===== src/rtl/vga_timing_pkg.sv =====
// Default 640x480@60 timing constants shared by vga_sync and downstream pixel generators.
package vga_timing_pkg;

    localparam int CNT_W = 10;

    localparam int H_VIS = 640;
    localparam int H_FP  = 16;
    localparam int H_SW  = 96;
    localparam int H_BP  = 48;
    localparam int H_TOT = H_VIS + H_FP + H_SW + H_BP;

    localparam int V_VIS = 480;
    localparam int V_FP  = 10;
    localparam int V_SW  = 2;
    localparam int V_BP  = 33;
    localparam int V_TOT = V_VIS + V_FP + V_SW + V_BP;

    // True when pos lies in [lo, lo+len-1]; used for the sync pulse windows.
    function automatic logic in_window(input logic [CNT_W-1:0] pos, input int lo, input int len);
        return (int'(pos) >= lo) && (int'(pos) < lo + len);
    endfunction

endpackage


===== src/rtl/mod_counter.sv =====
// Enabled modulo-MOD counter with a programmable reset value; wrap flags the terminal count.
module mod_counter #(
    parameter int MOD     = 800,
    parameter int RST_VAL = MOD - 1,
    parameter int W       = 10
) (
    input  logic         clk,
    input  logic         clr,
    input  logic         en,
    output logic [W-1:0] count,
    output logic         wrap
);

    localparam logic [W-1:0] LAST = W'(MOD - 1);
    localparam logic [W-1:0] RST  = W'(RST_VAL);

    // wrap is combinational so the next stage can chain its enable in the same cycle.
    assign wrap = (count == LAST);

    always_ff @(posedge clk or posedge clr) begin
        if (clr) begin
            count <= RST;
        end else if (en) begin
            count <= wrap ? '0 : count + W'(1);
        end
    end

endmodule


===== src/rtl/vga_sync.sv =====
// VGA timing generator: pixel-rate strobe from dclk, h/v counters, registered syncs and ticks.
module vga_sync
    import vga_timing_pkg::*;
#(
    parameter int H_VIS = vga_timing_pkg::H_VIS,
    parameter int H_FP  = vga_timing_pkg::H_FP,
    parameter int H_SW  = vga_timing_pkg::H_SW,
    parameter int H_BP  = vga_timing_pkg::H_BP,
    parameter int V_VIS = vga_timing_pkg::V_VIS,
    parameter int V_FP  = vga_timing_pkg::V_FP,
    parameter int V_SW  = vga_timing_pkg::V_SW,
    parameter int V_BP  = vga_timing_pkg::V_BP
) (
    input  logic       clk,
    input  logic       clr,
    input  logic       dclk,
    output logic       hsync,
    output logic       vsync,
    output logic       video_on,
    output logic [9:0] x,
    output logic [9:0] y,
    output logic       line_tick,
    output logic       frame_tick
);

    localparam int H_TOT_P = H_VIS + H_FP + H_SW + H_BP;
    localparam int V_TOT_P = V_VIS + V_FP + V_SW + V_BP;

    logic       dclk_q;
    logic       pix_en;
    logic       h_wrap;
    logic       v_wrap;
    logic [9:0] h_nxt;
    logic [9:0] v_nxt;

    assign pix_en = dclk & ~dclk_q;

    // Reset to the last position so the first pixel strobe lands on (0,0) with both ticks.
    mod_counter #(.MOD(H_TOT_P), .RST_VAL(H_TOT_P - 1), .W(10)) u_h_cnt (
        .clk   (clk),
        .clr   (clr),
        .en    (pix_en),
        .count (x),
        .wrap  (h_wrap)
    );

    mod_counter #(.MOD(V_TOT_P), .RST_VAL(V_TOT_P - 1), .W(10)) u_v_cnt (
        .clk   (clk),
        .clr   (clr),
        .en    (pix_en & h_wrap),
        .count (y),
        .wrap  (v_wrap)
    );

    // Next-state counter values: decoding these keeps the syncs aligned with x/y.
    assign h_nxt = h_wrap ? '0 : x + 10'd1;
    assign v_nxt = !h_wrap ? y : (v_wrap ? '0 : y + 10'd1);

    always_ff @(posedge clk or posedge clr) begin
        if (clr) begin
            dclk_q     <= 1'b0;
            hsync      <= 1'b1;
            vsync      <= 1'b1;
            video_on   <= 1'b0;
            line_tick  <= 1'b0;
            frame_tick <= 1'b0;
        end else begin
            dclk_q     <= dclk;
            line_tick  <= pix_en & h_wrap;
            frame_tick <= pix_en & h_wrap & v_wrap;
            if (pix_en) begin
                hsync    <= ~in_window(h_nxt, H_VIS + H_FP, H_SW);
                vsync    <= ~in_window(v_nxt, V_VIS + V_FP, V_SW);
                video_on <= (int'(h_nxt) < H_VIS) && (int'(v_nxt) < V_VIS);
            end
        end
    end

endmodule


===== config.mk =====
export PLATFORM = sky130hd
export DESIGN_NAME = vga_sync
export DESIGN_NICKNAME = d
export VERILOG_FILES = /design/src/rtl/vga_timing_pkg.sv /design/src/rtl/mod_counter.sv /design/src/rtl/vga_sync.sv
export SDC_FILE = /design/constraint.sdc
export NUM_CORES = 1
export LEC_CHECK = 0
export CAP_MARGIN = 20
export CORE_UTILIZATION = 40
export DETAILED_ROUTE_END_ITERATION = 10
export SLEW_MARGIN = 20
export SYNTH_ARGS = -nofsm -noshare
export SYNTH_HDL_FRONTEND = slang
export SYNTH_SLANG_ARGS = --single-unit

===== constraint.sdc =====
create_clock -name clk -period 3.2 [get_ports clk]
set_clock_uncertainty 0.15 [all_clocks]
set_input_delay 0.32 -clock clk [delete_from_list [all_inputs] [get_ports clk]]
set_output_delay 0.32 -clock clk [all_outputs]
set_load 0.005 [all_outputs]

==> results.py, run 1 <==
metrics = {
    "logic_synthesis": {
        "synth_cell_types": 49,
        "synthTopCellsByCount": "26 x nand2_1, 14 x dfrtp_1, 12 x dfstp_2, 11 x nor2_1, 8 x nand4_1",
        "synth_fp_nets": 184,
        "yosysTopAreaCell": "dfrtp_1",
        "synth-main-ff-cell": "dfrtp_1",
        "syn_inst": 177,
        "synthTopCellsByArea": "dfrtp_1 22%, dfstp_2 20%, nand2_1 6.1%",
        "ys_seq_area_share_pct": 41.3,
        "synth_edf_count": 0,
        "yosysWarnings": 0,
        "synth_top_area_share_pct": 21.8,
        "ys_async_sr_fraction_pct": 100,
        "netlist_area_um2": 1610,
        "yosysMostFrequentCell": "nand2_1",
        "avgSynthCellArea_um2": 9.10,
        "ys_ff_latch": 26,
    },
    "final_layout": {
        "diodes": 0,
        "drive_gt1_share_pct": 15.1,
        "area_delta_synth_final_pct": 22.0,
        "n_fill_cell": 333,
        "final_nets": 207,
    },
    "grt": {
        "met1_usage_pct": 27.6,
        "grt_max_degree": 20,
        "track_usage_pct": 19.0,
        "grt_pass1_vias": 1315,
        "antenna_found_initial": 0,
        "met3_usage_pct": 2.60,
        "grt_pass1_wl_um": 6330,
        "gr-max-usage-layer": "met2",
        "grtUsageMet2_pct": 29.6,
        "overflow": 0,
    },
    "clocking": {
        "clock_sinks": 26,
        "cts_tree": "built",
        "htreeDepth": 1,
        "path_clk_slew_ns": 0.10,
        "clk_latency_ns": 0.28,
        "ctsHoldBuffers": 0,
        "root_buffer": "clkbuf_8",
        "cts_resized": 0,
        "post_cts.repair.setup_buffers": 0,
        "cts_buffer_depth": 2,
        "cts_buffers": 3,
    },
    "drt": {
        "ant_nets": 0,
        "drt_iter0_drc": 88,
        "via_count": 1372,
        "wl_per_cell_um": 14.9,
        "post_drt_via_cell_ratio": 5.55,
        "wl_um": 3690,
        "drcViolationCount": 0,
        "firstDrtPassIters": 4,
    },
    "timing": {
        "holdWs_ns": 0.299,
        "max_freq_mhz": 394,
        "tns_ns": 0,
        "worst_pin_slew_ns": 0.747,
        "rsz0062_at_grt": "no",
        "hold_viol": 0,
        "report.final.slew_viol_count": 0,
        "setup_slack_ns": 0.664,
        "period_share_pct": 79.2,
        "finalSetupViolations": 0,
        "relSlewSlack_pct": 49.8,
        "period_minus_slack_ns": 2.54,
    },
    "power": {
        "peakVddDrop_mv": 0.312,
        "power.density_nw_per_um2": 482,
        "p_leak_nw": 0.766,
    },
    "floorplanning": {
        "die_area_um2": 4280,
        "rows": 22,
        "start_util_pct": 42.7,
        "fp.dieW_um": 65.5,
        "die_h_um": 65.5,
        "core_um2": 3770,
        "io_pins": 28,
    },
    "setup_path": {
        "crit_top_cell": "and4_1",
        "crit_start": "u_h_cnt.count[0]",
        "worstSetupPathType": "register to register",
        "crit_chain": "ha_1 > and4_1 > and3_1 > nand2_1 > nor2_1 > and4_1 > xor2_1",
        "cp_max_fo": 14,
        "worstPathArrival_ns": 2.59,
        "cp.required_ns": 3.26,
        "path_buf_inv": 0,
        "endpoint_kind": "register",
        "rr_startpoint": "u_h_cnt.count[0]",
        "cp_slowest_cell": "dfstp_2",
        "startpoint_type": "register",
        "path_delay_family": "simple AND/OR/NAND/NOR gates",
        "cpPeakStageDelay_ns": 0.62,
    },
    "place": {
        "port_buffers": 27,
        "pre_cts_ws_ns": 0.696,
        "dpl.hpwl_um": 2630,
        "routabilityCongestion": 0.846,
    },
    "min_path": {
        "hold_path_class": "input port to async pin",
    },
    "run_status": {
        "status": "completed",
    },
    "job": {
        "cap_violations": 0,
    },
}
==> final timing paths <==
kind	end	slack [ns]	depth (start not counted)
max	u_v_cnt.count[8]	0.66	7
max in group asynchronous	u_v_cnt.count[9]	1.91	3
min in group clk	u_h_cnt.count[9]	0.35	2
min reg2reg	u_h_cnt.count[9]	0.35	2
min	video_on	0.30	2
max reg2reg	u_v_cnt.count[8]	0.66	7
==> power breakdown <==
group	total, mW	switching [mW]	internal (mW)
Clock	0.282	0.114	0.168
Combinational	0.191	0.0763	0.115
Sequential	0.473	0.0845	0.389
Total	0.946	0.275	0.671
==> cells by family after synthesis <==
family / Yosys count / share of synthesized area (%)
multiplexers: 2 / 1.24
XOR/XNOR: 12 / 6.53
flip-flops: 26 / 41.3
adder cells (fa/ha/maj): 4 / 3.11
AND/OR/NAND/NOR: 79 / 26.6
AO/OA/AOI/OAI: 38 / 15.9
buffers and inverters: 16 / 5.28
==> through the flow <==
stage	utilization (%)	cell area (um2)	total power [mW]	cells
floorplan	-	1610	0.561	177
global placement	50.2	1890	0.662	243
detailed placement	50.2	1890	0.669	243
CTS	52.1	1960	0.949	247
global route	52.1	1960	0.991	247
finish	52.1	1960	0.946	247
==> cell type report <==
type                       instances  area (um2)  area share, %
clock buffer                       3        41.3           2.10
tap                               48        60.1           3.06
timing repair buffer              30         293           14.9
multi-input combinational        135         860           43.8
sequential                        26         666           33.9
clock inverter                     1        30.0           1.53
inverter                           4        15.0          0.764
==> cell usage in the layout, fill, tap and decap left out, drive strengths merged, types with 4 or more instances in the layout <==
| master | netlist | final |
|---|---|---|
| nand4 | 8 | 8 |
| nor3b | 4 | 4 |
| nand3 | 8 | 8 |
| o21ai | 13 | 13 |
| dfrtp | 14 | 14 |
| nor3 | 5 | 5 |
| inv | 4 | 4 |
| nand2 | 27 | 27 |
| ha | 4 | 4 |
| a21oi | 7 | 7 |
| xnor2 | 6 | 6 |
| nor2 | 11 | 11 |
| clkdlybuf4s50 | 0 | 27 |
| xor2 | 6 | 6 |
| dfstp | 12 | 12 |
==> routing by layer <==
| metal | wire length [um] | part of all wire, % |
|---|---|---|
| met5 | 0 | 0 |
| met4 | 32 | 0.87 |
| met3 | 174 | 4.7 |
| met2 | 1650 | 45 |
| met1 | 1830 | 50 |
==> registers in the layout, indices dropped and copies added, names as in the netlist <==
signal	count
dclk_q	1
frame_tick	1
hsync	1
line_tick	1
u_h_cnt.count	10
u_v_cnt.count	10
video_on	1
vsync	1
No activity file was read; power rests on OpenSTA's default activity.
==> run 2, diff against run 1 <==
==> constraint.sdc (replaced) <==
create_clock -name clk -period 2.6 [get_ports clk]
set_clock_uncertainty 0.15 [all_clocks]
set_input_delay 0.26 -clock clk [delete_from_list [all_inputs] [get_ports clk]]
set_output_delay 0.26 -clock clk [all_outputs]
set_load 0.005 [all_outputs]
==> run 2 against run 1 <==
Via count grew 0.95%. Power grew 22%. Fmax grew 5.6%. Register-to-register slack lost 0.47 ns. Hold slack lost 0.14 ns. Global-route usage grew 0.35 points. Clock power grew 22%. Critical path type unchanged. Clock-buffer cell count is the same. Highest routed layer unchanged. Largest cell class unchanged. Sequential cell count is the same. Cell count grew 1.6%.
==> results.py, run 2 (synthesis results as in run 1) <==
metrics = {
    "floorplanning": {
        "io_pins": 28,
        "fp.dieW_um": 65.5,
        "rows": 22,
        "die_area_um2": 4280,
        "die_h_um": 65.5,
        "start_util_pct": 42.7,
        "core_um2": 3770,
    },
    "power": {
        "power.density_nw_per_um2": 579,
        "peakVddDrop_mv": 0.421,
        "finalPower_mw": 1.15,
        "p_leak_nw": 0.787,
    },
    "clocking": {
        "cts_buffers": 3,
        "clk_latency_ns": 0.28,
        "post_cts.repair.setup_buffers": 0,
        "clock_sinks": 26,
        "ctsHoldBuffers": 0,
        "cts_resized": 0,
        "htreeDepth": 1,
        "cts_tree": "built",
        "cts_buffer_depth": 2,
        "path_clk_slew_ns": 0.10,
        "root_buffer": "clkbuf_8",
    },
    "setup_path": {
        "startpoint_type": "register",
        "path_buf_inv": 0,
        "cpPeakStageDelay_ns": 0.48,
        "cp_max_fo": 8,
        "cp_slowest_cell": "dfrtp_1",
        "crit_chain": "ha_1 > nand4_1 > nor4b_1 > mux2i_1 > o211a_1 > a211o_1 > a32o_2",
        "worstPathArrival_ns": 2.43,
        "crit_start": "u_v_cnt.count[0]",
        "path_delay_family": "compound AO/OA/AOI/OAI gates",
        "endpoint_kind": "register",
        "worstSetupPathType": "register to register",
        "rr_startpoint": "u_v_cnt.count[0]",
        "cp.required_ns": 2.63,
    },
    "drt": {
        "drcViolationCount": 0,
        "post_drt_via_cell_ratio": 5.52,
        "firstDrtPassIters": 4,
        "wl_um": 3690,
        "wl_per_cell_um": 14.7,
        "drt_iter0_drc": 85,
        "ant_nets": 0,
        "via_count": 1385,
    },
    "timing": {
        "tns_ns": 0,
        "finalSetupViolations": 0,
        "rsz0062_at_grt": "no",
        "relSlewSlack_pct": 65.9,
        "period_minus_slack_ns": 2.40,
        "max_freq_mhz": 416,
        "worst_pin_slew_ns": 0.512,
        "period_share_pct": 92.4,
        "report.final.slew_viol_count": 0,
        "hold_viol": 0,
    },
    "final_layout": {
        "area_delta_synth_final_pct": 23.9,
        "mostFrequentLayoutCells": "27 x clkdlybuf4s50_1, 26 x nand2_1, 14 x dfrtp_1",
        "final_nets": 211,
        "drive_gt1_share_pct": 16.7,
        "biggestRegsByFlops": "u_h_cnt.count (10), u_v_cnt.count (10)",
        "diodes": 0,
        "final_common_cell": "clkdlybuf4s50_1",
        "n_fill_cell": 334,
    },
    "place": {
        "dpl.hpwl_um": 2610,
        "routabilityCongestion": 0.839,
        "port_buffers": 27,
    },
    "run_status": {
        "status": "completed",
    },
    "grt": {
        "grt_pass1_vias": 1288,
        "overflow": 0,
        "grt_pass1_wl_um": 6440,
        "grt_max_degree": 27,
        "track_usage_pct": 19.4,
        "antenna_found_initial": 0,
    },
    "job": {
        "cap_violations": 0,
    },
    "min_path": {
        "hold_path_class": "input port to async pin",
    },
}
[run 2: layer usage]
metal	share of wire, %	vias to the layer above	routed length [um]	global-route usage, %
met5	0	-	0	0
met3	4.0	5	148	2.60
met4	1.2	0	46	5.71
met1	52	646	1920	30.6
met2	43	43	1580	26.9
li1	-	691	-	-
[run 2: power breakdown]
group / internal [mW] / switching (mW)
clock: 0.206 / 0.136
sequential: 0.479 / 0.101
combinational: 0.141 / 0.0911
[run 2: layout make-up]
type	instances	area, um2	area share, %
clock inverters	1	30.0	1.51
repair buffers	34	323	16.2
inverters	4	15.0	0.753
well taps	48	60.1	3.01
flip-flops and latches	26	666	33.4
multi-input cells	135	860	43.1
clock buffers	3	41.3	2.07
[run 2: metrics by stage]
| step | hold slack, ns | std cells | area [um2] | util [%] | setup slack (ns) |
|---|---|---|---|---|---|
| after floorplan | 0.141 | 177 | 1610 | - | 0.302 |
| after global placement | 0.338 | 247 | 1920 | 51.0 | 0.300 |
| after detailed placement | 0.341 | 247 | 1920 | 51.0 | 0.230 |
| after CTS | 0.182 | 251 | 1990 | 52.9 | 0.229 |
| after global routing | 0.220 | 251 | 1990 | 52.9 | 0.0799 |
| final | 0.163 | 251 | 1990 | 52.9 | 0.198 |
[run 2: worst paths after layout]
kind / slack [ns] / endpoint / depth (start not counted)
max: 0.20 / video_on / 7
min: 0.16 / u_v_cnt.count[1] / 3
max reg2reg: 0.20 / video_on / 7
min reg2reg: 0.35 / u_h_cnt.count[9] / 2
max in group asynchronous: 1.83 / u_h_cnt.count[9] / 3
min in group clk: 0.31 / dclk_q / 1
[run 2: worst min-delay path: cells and delay by family]
kind | cells | cell delay, ns
buffers and inverters | 3 | 0.74
==> edit 1 (config.mk and constraints of run 1) <==
Put a register stage on the output `y`, without a reset. The value now appears one clock later. The other outputs are not delayed to match.
--- a/src/rtl/vga_sync.sv
+++ b/src/rtl/vga_sync.sv
@@ -27,4 +27,6 @@
     localparam int V_TOT_P = V_VIS + V_FP + V_SW + V_BP;
 
+    logic [9:0] y_d;
+
     logic       dclk_q;
     logic       pix_en;
@@ -49,5 +51,5 @@
         .clr   (clr),
         .en    (pix_en & h_wrap),
-        .count (y),
+        .count (y_d),
         .wrap  (v_wrap)
     );
@@ -55,5 +57,5 @@
     // Next-state counter values: decoding these keeps the syncs aligned with x/y.
     assign h_nxt = h_wrap ? '0 : x + 10'd1;
-    assign v_nxt = !h_wrap ? y : (v_wrap ? '0 : y + 10'd1);
+    assign v_nxt = !h_wrap ? y_d : (v_wrap ? '0 : y_d + 10'd1);
 
     always_ff @(posedge clk or posedge clr) begin
@@ -77,4 +79,8 @@
     end
 
+    always_ff @(posedge clk) begin
+        y <= y_d;
+    end
+
 endmodule
 
Check against the original RTL: not equivalent (a bounded check fails within 4 cycles, from zero or initial values).
==> edit 1 against run 1 <==
Die area up 12%. Cell count up 6.5%. Utilization down 1.7 points. Sequential cell count up 10. Design area up 12%. Synthesized area up 12%. Non-clock buffer count down 2. Power up 26%. Count of clock-buffer cells in the layout up 2. Worst hold slack worse by 0.028 ns. Wire length up 3.4%. Worst setup slack worse by 0.26 ns. Largest power group unchanged.
==> edit 1: results (changes against run 1) <==
The min-delay analysis places its worst path in the category input port to async pin. After synthesis, the cell types taking the most area are dfrtp_1 (19%), dfstp_2 (17%), dfxtp_1 (11%). The fill cell instance count of the final layout was 380 (+14%); the arrival time at the worst endpoint was 2.86 ns (+0.27 ns). The total half-perimeter wirelength after legalization and detailed placement was 2560 µm (-2.6%).

The maximum number of buffers from clock root to sink was 2 (unchanged). The per-cell routed wire length came out at 14.5 µm (-2.9%). The post-synthesis share of cell area spent on full adders, half adders and majority gates works out to 0.0276 (-0.00344). The run gives 0.171 (-0.0192) as the combined global-route utilization of all metal layers.

DRC violation total after the first TritonRoute iteration: 92 (+4.5%). Relative slew slack: 0.378 (-0.120). The final estimated routing congestion in global placement was 0.869 (+2.7%).

For the number of nets in the synthesized netlist, the log shows 194 (+5.4%). By count the netlist is led by nand2_1 (26), dfrtp_1 (14), dfstp_2 (12), nor2_1 (11), dfxtp_1 (10). The tools report the maximum number of pins on one net before global-route repair as 27 (+35%).

The clock input transition at the sequential cells of the worst setup and hold paths is 0.07 ns (-0.03 ns), and the share of final-layout standard cells stronger than drive strength 1 is 0.152 (+0.000905). The number of nets in the layout was 217 (+4.8%). The run finished with clean final reports. The wire length of the first global-routing pass was 6540 µm (+3.4%). The average vias per placed instance was 5.68 (+2.2%).

Xor-xnor portion of the synthesized cell area: 0.0581 (-0.00722). The number of buffers created by CTS is 5 (+2). Proportion of synthesized area in mux cells: 0.0111 (-0.00137).

The complex-gate fraction of the synthesized area was 0.142 (-0.0176). The register area share after synthesis was 0.478 (+0.0649); the slack of the worst reg-to-reg path was 0.40 ns (-0.26 ns). The leakage power of the design is 0.851 nW (+11%), and the placed cell area is 2080 µm² (+10%).

For the clock network latency to the later pin of the worst-skew pair, the log shows 0.30 ns (+0.02 ns). Number of global-route vias before repair: 1,436 (+9.2%). The maximum vdd drop was 324 µV (+3.8%); the share of flip-flops with an asynchronous set or reset after synthesis was 0.722 (-0.278). The tools report the level count of the clock H-tree as 2 (+1).
-- edit 1: cell count changes after synthesis, sizes merged --
| cell | delta |
|---|---|
| dfxtp | +10 |
-- edit 1: per-stage QoR --
| stage | hold slack, ns | cells | setup slack, ns |
|---|---|---|---|
| after detailed placement | 0.291 | 255 | 0.415 |
| after global routing | 0.316 | 263 | 0.192 |
| after CTS | 0.303 | 263 | 0.397 |
| after floorplan | 0.198 | 187 | 0.903 |
| final | 0.271 | 263 | 0.403 |
| after global placement | 0.293 | 255 | 0.586 |
-- edit 1: power breakdown --
part / total (mW) / internal, mW / switching (mW)
sequential: 0.598 / 0.513 / 0.0842
clock: 0.401 / 0.230 / 0.170
combinational: 0.192 / 0.114 / 0.0773
-- edit 1: layout make-up --
cell class                      instances  area [µm²]  area share
Tap cell                               52        65.1      0.0296
Multi-Input combinational cell        135         860       0.392
Sequential cell                        36         866       0.395
Inverter                                4        15.0     0.00684
Timing Repair Buffer                   28         278       0.127
Clock buffer                            5        68.8      0.0314
Clock inverter                          3        42.5      0.0194
-- edit 1: cell families after synthesis --
logic type                 count (synthesis)
AOI/OAI and AO/OA                         38
adders and majority gates                  4
buffers and inverters                     16
DFF                                       36
and+or+nand+nor                           79
xor gates and xnor gates                  12
muxes                                      2
-- edit 1: layer usage --
metal	global-route usage	vias up	share of wire
li1	-	714	-
met1	0.211	717	0.44
met2	0.264	53	0.49
met3	0.0552	9	0.054
met4	0.0952	0	0.020
met5	0	-	0
-- edit 1: worst paths after layout --
| check | to | start | cells past startpoint |
|---|---|---|---|
| setup / recovery | u_v_cnt.count[8] | u_h_cnt.count[0] | 7 |
| setup reg to reg | u_v_cnt.count[8] | u_h_cnt.count[0] | 7 |
| hold reg to reg | y[9] | u_v_cnt.count[9] | 0 |
| min in group clk | y[9] | u_v_cnt.count[9] | 0 |
| hold / removal | u_h_cnt.count[5] | clr | 2 |
| max in group asynchronous | u_v_cnt.count[6] | clr | 2 |
